File: src/rtl/game_flow_ctrl.sv
// Game sequencing for a flappy-bird style game: ms prescaler, button debounce,
// IDLE/PLAY/DEAD flow, flap strobing and score/best keeping.
module game_flow_ctrl #(
  parameter int MS_DIV       = 100000,
  parameter int DEBOUNCE_MS  = 10,
  parameter int DEAD_HOLD_MS = 1000
) (
  input  logic       clk,
  input  logic       rst_n,
  input  logic       btn_raw,
  input  logic       bird_dead,
  input  logic       pipe_passed,
  output logic [1:0] state,
  output logic       tick_ms,
  output logic       up_pulse,
  output logic       bird_rst,
  output logic [9:0] score,
  output logic [9:0] best
);

  localparam int PW = (MS_DIV > 1) ? $clog2(MS_DIV) : 1;
  localparam int DW = (DEBOUNCE_MS > 1) ? $clog2(DEBOUNCE_MS + 1) : 1;
  localparam int HW = $clog2(DEAD_HOLD_MS + 1);

  localparam logic [PW-1:0] PS_LAST   = PW'(MS_DIV - 1);
  localparam logic [DW-1:0] DB_LAST   = DW'(DEBOUNCE_MS - 1);
  localparam logic [HW-1:0] HOLD_MAX  = HW'(DEAD_HOLD_MS);
  localparam logic [9:0]    SCORE_MAX = 10'd999;

  localparam logic [1:0] ST_IDLE = 2'd0;
  localparam logic [1:0] ST_PLAY = 2'd1;
  localparam logic [1:0] ST_DEAD = 2'd2;

  logic [PW-1:0] ps_cnt_reg;
  logic          sync1_reg;
  logic          sync2_reg;
  logic          btn_db_reg;
  logic [DW-1:0] db_cnt_reg;
  logic          pending_reg;
  logic [HW-1:0] hold_cnt_reg;
  logic [1:0]    state_reg;
  logic [9:0]    score_reg;
  logic [9:0]    best_reg;
  logic          tick;
  logic          press;

  assign tick = (ps_cnt_reg == PS_LAST);

  // A press is the tick on which a rising level completes its debounce window.
  assign press = tick && sync2_reg && !btn_db_reg && (db_cnt_reg == DB_LAST);

  always_ff @(posedge clk or negedge rst_n) begin
    if (!rst_n) begin
      ps_cnt_reg <= '0;
    end else if (tick) begin
      ps_cnt_reg <= '0;
    end else begin
      ps_cnt_reg <= ps_cnt_reg + 1'b1;
    end
  end

  always_ff @(posedge clk or negedge rst_n) begin
    if (!rst_n) begin
      sync1_reg <= 1'b0;
      sync2_reg <= 1'b0;
    end else begin
      sync1_reg <= btn_raw;
      sync2_reg <= sync1_reg;
    end
  end

  always_ff @(posedge clk or negedge rst_n) begin
    if (!rst_n) begin
      btn_db_reg <= 1'b0;
      db_cnt_reg <= '0;
    end else if (tick) begin
      if (sync2_reg != btn_db_reg) begin
        if (db_cnt_reg == DB_LAST) begin
          btn_db_reg <= sync2_reg;
          db_cnt_reg <= '0;
        end else begin
          db_cnt_reg <= db_cnt_reg + 1'b1;
        end
      end else begin
        db_cnt_reg <= '0;
      end
    end
  end

  always_ff @(posedge clk or negedge rst_n) begin
    if (!rst_n) begin
      state_reg    <= ST_IDLE;
      score_reg    <= '0;
      best_reg     <= '0;
      hold_cnt_reg <= '0;
      pending_reg  <= 1'b0;
    end else begin
      case (state_reg)
        ST_IDLE: begin
          pending_reg <= 1'b0;
          if (press) begin
            state_reg <= ST_PLAY;
            score_reg <= '0;
          end
        end
        ST_PLAY: begin
          if (bird_dead) begin
            state_reg    <= ST_DEAD;
            hold_cnt_reg <= '0;
            pending_reg  <= 1'b0;
            if (score_reg > best_reg) begin
              best_reg <= score_reg;
            end
          end else begin
            if (pipe_passed && (score_reg != SCORE_MAX)) begin
              score_reg <= score_reg + 1'b1;
            end
            // A fresh press re-arms the flap even on the tick that fires the old one.
            if (press) begin
              pending_reg <= 1'b1;
            end else if (tick) begin
              pending_reg <= 1'b0;
            end
          end
        end
        ST_DEAD: begin
          pending_reg <= 1'b0;
          if (press && (hold_cnt_reg == HOLD_MAX)) begin
            state_reg <= ST_IDLE;
          end else if (tick && (hold_cnt_reg != HOLD_MAX)) begin
            hold_cnt_reg <= hold_cnt_reg + 1'b1;
          end
        end
        default: begin
          state_reg   <= ST_IDLE;
          pending_reg <= 1'b0;
        end
      endcase
    end
  end

  assign state    = state_reg;
  assign tick_ms  = tick;
  assign up_pulse = (state_reg == ST_PLAY) && pending_reg && tick;
  assign bird_rst = (state_reg == ST_IDLE);
  assign score    = score_reg;
  assign best     = best_reg;

endmodule

File: config.mk
export PLATFORM = sky130hd
export DESIGN_NAME = game_flow_ctrl
export DESIGN_NICKNAME = d
export VERILOG_FILES = /design/src/rtl/game_flow_ctrl.sv
export SDC_FILE = /design/constraint.sdc
export NUM_CORES = 1
export LEC_CHECK = 0
export BUFFER_PORTS_ARGS = -buffer_cell sky130_fd_sc_hd__buf_2
export CORE_MARGIN = 5
export CORE_UTILIZATION = 41
export DETAILED_ROUTE_END_ITERATION = 16
export HOLD_SLACK_MARGIN = 0.03
export PLACE_DENSITY_LB_ADDON = 0.25
export SETUP_SLACK_MARGIN = 0.15
export SLEW_MARGIN = 30
export SYNTH_ARGS = -nofsm -noshare
export SYNTH_HDL_FRONTEND = slang
export SYNTH_SLANG_ARGS = --single-unit
File: constraint.sdc
create_clock -name clk -period 2.5 [get_ports clk]
set_clock_uncertainty 0.05 [all_clocks]
set_input_delay 0.625 -clock clk [delete_from_list [all_inputs] [get_ports clk]]
set_output_delay 0.625 -clock clk [all_outputs]
set_load 0.05 [all_outputs]
=== After elaboration in Yosys (flattened, before gate mapping) ===
Cells that the tools add are included.
Widths: inputs -> output; s select.

* Register bits after elaboration: 57
* Bits of input ports: 5
* Output and inout bits: 25
* Word-level logic and storage cells: 67

* $add $sub $neg: 4
* Order comparisons: 1
* Equal/unequal tests: 16
* Multiplexer cells: 19
* Reductions and logical operators: 17

{| class="wikitable"
|+ Operators by type and width
! cell !! count
|-
| $mux 10 || 6
|-
| $pmux 10 s2 || 2
|-
| $add 10x1->10 const B || 2
|-
| $ne 10x10->1 const B || 2
|-
| $add 17x1->17 const B || 1
|-
| $eq 17x17->1 const B || 1
|-
| $mux 17 || 1
|-
| $ne 2x2->1 const B || 6
|-
| $eq 10x10->1 const B || 1
|-
| $gt 10x10->1 || 1
|-
| $reduce_and 3->1 || 3
|-
| $logic_and 1x1->1 || 8
|-
| $mux 4 || 2
|-
| $reduce_and 4->1 || 2
|-
| $mux 2 || 3
|-
| $pmux 2 s3 || 1
|-
| $add 4x1->4 const B || 1
|-
| $eq 4x4->1 const B || 1
|-
| $mux 1 || 4
|-
| $ne 4x4->1 const B || 1
|-
| $reduce_bool 2->1 || 2
|-
| $eq 2x1->1 const B || 1
|-
| $eq 2x2->1 const B || 1
|-
| $logic_not 2->1 || 1
|-
| 3 further kinds || 3
|}

=== Longest topological paths before layout ===
Gate-level depths: netlist of run 1.

* Word-level depth: 7
* Depth in mapped cells: 8
* Depth with buffers taken out: 7

=== Least setup slack after synthesis of run 1 ===
No wires, ideal clock.

* Path type: reg2reg
* Start point: register best_reg[9], in the netlist best[9]
* End point: register best_reg[5], in the netlist best[5]
* Data arrival time: 2341 ps
* Data required time: 2325 ps
* Path slack: -16 ps
* Cell stages (with the launch flop): 8
* Path buffers: 0
* Period minus slack after synthesis: 2516 ps
* Path through: dfrtp_1 inv_1 ha_1 nand2_1 o21ai_0 a2111oi_2 nor4_4 mux2_2

* Longest elaborated chain between the ends: 2

{| class="wikitable"
|+ Ends and longest elaborated chain
! what !! line !! source
|-
| start: declaration || 43 || <nowiki>logic [9:0] best_reg;</nowiki>
|-
| start signal: assignment || 112 || <nowiki>best_reg <= score_reg;</nowiki>
|-
| $gt 10x10->1 || 111 || <nowiki>if (score_reg > best_reg) begin</nowiki>
|-
| $reduce_and 3->1 (no source line) || -- ||
|}

No other way between the ends.
A chain may end at the register's enable or synchronous reset.

=== Final worst setup path of run 1 ===
* Start point: register ps_cnt_reg[11]
* End point: output port up_pulse

* Longest elaborated chain between the ends: 2

{| class="wikitable"
|+ Ends and longest elaborated chain
! what !! line !! source
|-
| start: declaration || 34 || <nowiki>logic [PW-1:0] ps_cnt_reg;</nowiki>
|-
| start signal: assignment || 58 || <nowiki>ps_cnt_reg <= ps_cnt_reg + 1'b1;</nowiki>
|-
| $eq 17x17->1 || 47 || <nowiki>assign tick = (ps_cnt_reg == PS_LAST);</nowiki>
|-
| $logic_and 1x1->1 || 144 || <nowiki>assign up_pulse = (state_reg == ST_PLAY) && pending_reg && tick;</nowiki>
|-
| end: declaration || 15 || <nowiki>output logic up_pulse,</nowiki>
|}

No other way between the ends.

==> results of run 1 <==
## timing repair
action	4_1_cts	5_1_grt
pin swaps	4	0
setup buffers	7	0
endpoints found under the setup margin	12	13
resized for setup	11	6
## metrics by stage
stage | cell area, um2 | std cells | utilization | hold WS, ns | worst slack (ns)
5_1_grt | 3820 | 469 | 0.523 | 0.287 | 0.0123
3_3_place_gp | 3470 | 446 | 0.476 | 0.285 | 0.170
3_5_place_dp | 3470 | 446 | 0.476 | 0.285 | 0.119
2_1_floorplan | 3120 | 307 | - | 0.279 | 0.154
6_report | 3820 | 469 | 0.523 | 0.259 | 0.113
4_1_cts | 3790 | 469 | 0.520 | 0.268 | 0.0852
## where the power goes
| group | internal, mW | switching (mW) | total (mW) |
|---|---|---|---|
| registers | 0.923 | 0.000811 | 0.924 |
| clock network | 0.643 | 0.385 | 1.03 |
| logic | 0.00586 | 0.0211 | 0.0269 |
| total | 1.57 | 0.407 | 1.98 |
## worst max path at each step
stage	endpoint	slack, ns
after floorplan	best[2]$_DFFE_PN0P_	0.15
after global placement	best[9]$_DFFE_PN0P_	0.17
after detailed placement	best[8]$_DFFE_PN0P_	0.12
after CTS	up_pulse	0.09
after global routing	up_pulse	0.01
final	up_pulse	0.11
## Yosys cell counts (all sizes together), types with 2 or more instances
library cell / number
and3: 10
xor2: 9
and2: 4
o211ai: 2
nand2: 29
a2111oi: 2
nand4: 8
inv: 20
o31ai: 3
nor2: 26
nor4b: 2
nand2b: 3
o21bai: 2
a21o: 4
nor4bb: 2
o21ai: 24
and4: 5
ha: 16
nor4: 5
buf: 4
a21oi: 11
xnor2: 7
nor2b: 2
a31oi: 2
nor3: 3
a41oi: 3
nand3: 13
or3: 6
mux2: 12
dfrtp: 57
## logic make-up (layout without fill, tap and decap cells)
group,Yosys count,count (layout),synth area share
xor gates and xnor gates,16,16,0.0452
and+or+nand+nor,123,123,0.232
adders and majority gates,16,16,0.0645
AOI/OAI and AO/OA,58,58,0.119
DFF,57,57,0.460
buffers and inverters,25,88,0.0363
muxes,12,12,0.0435
## worst reg2reg max path, delay by kind of cell, from the launching register on
| kind | cells | cell delay (ns) |
|---|---|---|
| flip-flops | 1 | 0.45 |
| AND/OR/NAND/NOR | 2 | 0.41 |
| AO/OA/AOI/OAI | 2 | 0.39 |
| multiplexers | 1 | 0.34 |
| adder cells (fa/ha/maj) | 1 | 0.32 |
| buffers and inverters | 1 | 0.20 |
## layout make-up
| cell class | count | area, um2 | area share |
|---|---|---|---|
| clock buffer | 12 | 165 | 0.0433 |
| clock inverter | 4 | 73.8 | 0.0193 |
| inverter | 20 | 77.6 | 0.0203 |
| multi-input combinational | 225 | 1600 | 0.418 |
| sequential | 57 | 1450 | 0.380 |
| tap | 99 | 124 | 0.0325 |
| timing repair buffer | 52 | 330 | 0.0866 |
## layer usage
metal / GRT usage / wire length, um
met5: 0 / 0
met4: 0.0529 / 72
met3: 0.0576 / 337
met1: 0.192 / 3220
met2: 0.240 / 3200
==> results.json, run 1 <==
{
  "status": "finished, final reports clean",
  "worstHoldPathType": "in -> async",
  "r2r_end": "best[3]$_DFFE_PN0P_",
  "synthFlopType": "dfrtp_1",
  "cp_top_family": "simple AND/OR/NAND/NOR gates",
  "clock_latency_ns": 0.34,
  "cts_tree": "yes",
  "die_x_um": 97.0,
  "drive_gt1_frac": 0.316,
  "synth-async-reset-ratio": 1.00,
  "chipHeight_um": 97.0,
  "drtAntennaViolNets": 0,
  "grt_pass1_wl_um": 11700,
  "fin_nets": 386,
  "via_per_inst": 5.27,
  "cp_num_buf_inv": 2,
  "synth_cells": 307,
  "largest_reg_flops": 17,
  "hpwl_um": 4950,
  "hold_buffers": 0,
  "cp_slowest_stage_delay_ns": 0.45,
  "layout_common_cells": "dfrtp_1, nand2_1, buf_2",
  "drc_errors": 0,
  "firstDrtPassIters": 4,
  "maxCapViolCount": 0,
  "portBuffers": 29,
  "num_rows": 31,
  "grt_util_all_layers": 0.153,
  "avgSynthCellArea_um2": 10.1,
  "r2r_start": "score[9]$_DFFE_PN0P_",
  "cts.clk_slew.worst_paths_ns": 0.07,
  "layout_min_cycle_time_ns": 2.39,
  "slowest_stage": "dfrtp_2",
  "path_max_fanout": 4,
  "setup_viol": 0,
  "critPathKind": "reg -> out",
  "finalCritPeriodShare": 0.955,
  "root_buffer": "clkbuf_8",
  "synth.largest_area_cell": "dfrtp_1",
  "critPathCaptureType": "primary output",
  "rr_worst_depth": 7,
  "initial_core_util": 0.426,
  "synth-edff-count": 0,
  "diodes": 0,
  "grt_max_degree": 29,
  "cts.sink_count": 57,
  "ctsLongestPathBuffers": 2,
  "seq_area_frac_synth": 0.460,
  "ys_seq_elements": 57,
  "tns_ns": 0,
  "antenna_found_initial": 0,
  "dieArea_um2": 9410,
  "startpoint": "ps_cnt_reg[11]$_DFF_PN0_",
  "crit_chain": "nor4b_4, nand4_4, inv_4, and3_4, buf_8",
  "grt_pass1_vias": 2413,
  "cts_htree_levels": 3,
  "core-area_um2": 7290,
  "r2r_slack_ns": 0.22,
  "tightest_slew_ns": 0.634,
  "arrival_ns": 1.71,
  "final_common_cell": "dfrtp_1",
  "netlist_area_um2": 3100,
  "fmax_ghz": 0.419,
  "maxSlewHeadroom": 0.577,
  "overflow": 0,
  "syn-num-nets": 328,
  "synthTopCellsByArea": "dfrtp_1, ha_1, mux2_2",
  "drt_iter0_drc": 105,
  "vias": 2470,
  "final-hold-violation-count": 0,
  "ir_drop_uv": 271,
  "cts_buffers": 9,
  "io_pins": 30,
  "power_mw": 1.98,
  "leakagePower_nw": 1.81,
  "fillCellCount": 686,
  "gp_congestion": 0.833,
  "worstSetupStartpointType": "register",
  "yosysWarnings": 0,
  "path_depth": 5,
  "yosys.cell_types.count": 51,
  "wl_per_cell_um": 14.6,
  "routed_wl_um": 6830,
  "synthToLayoutAreaGrowth_pct": 23.0,
  "power_density_nw_per_um2": 519,
  "rsz0062_at_grt": "yes",
  "drv_slew": 0,
  "yosysTopAreaCellShare": 0.460,
  "worstPathRequired_ns": 1.82
}
No activity file was read; power rests on OpenSTA's default activity.
==> inputs of run 2 (changes only) <==
--- a/config.mk
+++ b/config.mk
@@ -10,6 +10,7 @@
 export CORE_UTILIZATION = 41
 export DETAILED_ROUTE_END_ITERATION = 16
 export HOLD_SLACK_MARGIN = 0.03
+export MAX_ROUTING_LAYER = met4
 export PLACE_DENSITY_LB_ADDON = 0.25
 export SETUP_SLACK_MARGIN = 0.15
 export SLEW_MARGIN = 30
==> results.json, run 2 (synthesis results as in run 1) <==
{
  "critPathCaptureType": "primary output",
  "drt_iter0_drc": 99,
  "dieArea_um2": 9410,
  "setup_viol": 0,
  "slowest_stage": "dfrtp_1",
  "grt_max_degree": 29,
  "rsz0062_at_grt": "yes",
  "ctsLongestPathBuffers": 2,
  "worstSetupStartpointType": "register",
  "drtAntennaViolNets": 0,
  "largest_reg_flops": 17,
  "gp_congestion": 0.846,
  "fin_nets": 386,
  "cts_buffers": 9,
  "overflow": 0,
  "layout_min_cycle_time_ns": 2.39,
  "initial_core_util": 0.426,
  "tightest_slew_ns": 0.644,
  "chipHeight_um": 97.0,
  "status": "finished, final reports clean",
  "firstDrtPassIters": 5,
  "cts.clk_slew.worst_paths_ns": 0.07,
  "root_buffer": "clkbuf_8",
  "cp_slowest_stage_delay_ns": 0.43,
  "worstHoldPathType": "in -> async",
  "multiInputGateArea_um2": 1600,
  "ir_drop_uv": 271,
  "dp_cells": 446,
  "crit_chain": "nor4b_4, nand4_4, inv_4, and3_4, buf_8",
  "fmax_ghz": 0.418,
  "tns_ns": 0,
  "layout_common_cells": "dfrtp_1, nand2_1, buf_2",
  "clock_latency_ns": 0.33,
  "die_x_um": 97.0,
  "core-area_um2": 7290,
  "diodes": 0,
  "worstPathRequired_ns": 1.82,
  "cts_tree": "yes",
  "drive_gt1_frac": 0.314,
  "power_density_nw_per_um2": 517,
  "seq_area_um2": 1450,
  "critPathKind": "reg -> out",
  "hold_ws_ns": 0.266,
  "final_common_cell": "dfrtp_1",
  "cts_htree_levels": 3,
  "finalCritPeriodShare": 0.956,
  "grt_pass1_vias": 2429,
  "vias": 2479,
  "maxCapViolCount": 0,
  "r2r_slack_ns": 0.22,
  "leakagePower_nw": 1.81,
  "hpwl_um": 4950,
  "fillCellCount": 688,
  "grt_util_all_layers": 0.156,
  "path_max_fanout": 4,
  "wl_per_cell_um": 14.6,
  "drv_slew": 0,
  "io_pins": 30,
  "grt_pass1_wl_um": 11600,
  "num_rows": 31,
  "cts.sink_count": 57,
  "arrival_ns": 1.71,
  "synthToLayoutAreaGrowth_pct": 22.9,
  "antenna_found_initial": 0,
  "via_per_inst": 5.29,
  "final-hold-violation-count": 0,
  "maxSlewHeadroom": 0.571,
  "fin_cells": 469,
  "drc_errors": 0,
  "portBuffers": 29,
  "routed_wl_um": 6840
}
==> run 2: cell counts in the layout (fill, tap and decap cells not counted) <==
No cell type changed its count.
==> run 2: cell type report <==
cell class / count / share of cell area
Timing Repair Buffer: 52 / 0.0860
Clock inverter: 4 / 0.0194
Tap cell: 99 / 0.0325
Sequential cell: 57 / 0.380
Multi-Input combinational cell: 225 / 0.418
Inverter: 20 / 0.0203
Clock buffer: 12 / 0.0433
==> run 2: per-layer routing <==
| layer | share of wire | vias to the layer above | track usage |
|---|---|---|---|
| met5 | 0 | - | - |
| met4 | 0.014 | 0 | 0.0724 |
| met3 | 0.042 | 14 | 0.0403 |
| met2 | 0.47 | 52 | 0.240 |
| met1 | 0.47 | 1182 | 0.191 |
| li1 | - | 1231 | - |
==> run 2: final timing paths <==
| kind | startpoint | end | cells past startpoint |
|---|---|---|---|
| setup / recovery | ps_cnt_reg[14]$_DFF_PN0_ | up_pulse | 5 |
| hold / removal | rst_n | ps_cnt_reg[9]$_DFF_PN0_ | 1 |
| setup reg to reg | score[9]$_DFFE_PN0P_ | best[3]$_DFFE_PN0P_ | 7 |
| hold reg to reg | sync1_reg$_DFF_PN0_ | sync2_reg$_DFF_PN0_ | 0 |
| max in group asynchronous | rst_n | hold_cnt_reg[7]$_DFFE_PN0P_ | 2 |
| min in group clk | sync1_reg$_DFF_PN0_ | sync2_reg$_DFF_PN0_ | 0 |
==> run 2: through the flow <==
stage / utilization / power [mW] / setup slack, ns / instance area (um2)
2_1_floorplan: - / 0.944 / 0.154 / 3120
6_report: 0.523 / 1.97 / 0.110 / 3810
3_3_place_gp: 0.476 / 0.970 / 0.170 / 3470
5_1_grt: 0.523 / 2.05 / 0.0204 / 3810
4_1_cts: 0.520 / 1.99 / 0.0852 / 3790
3_5_place_dp: 0.476 / 0.970 / 0.119 / 3470
==> run 2: power by group <==
part	internal, mW	switching, mW
Clock	0.643	0.378
Combinational	0.00586	0.0212
Sequential	0.924	0.000792
Total	1.57	0.400
==> run 2: worst max-delay path, delay by kind of cell, from the launching register on <==
| kind | cells | cell delay [ns] |
|---|---|---|
| flip-flops | 1 | 0.43 |
| buffers and inverters | 2 | 0.24 |
| AND/OR/NAND/NOR | 3 | 0.71 |
==> run 2: timing repair <==
item	in CTS	in global routing
hold buffers	0	0
resized for setup	11	3
setup buffers	7	0
pin swaps	4	0
setup endpoints to repair	12	13
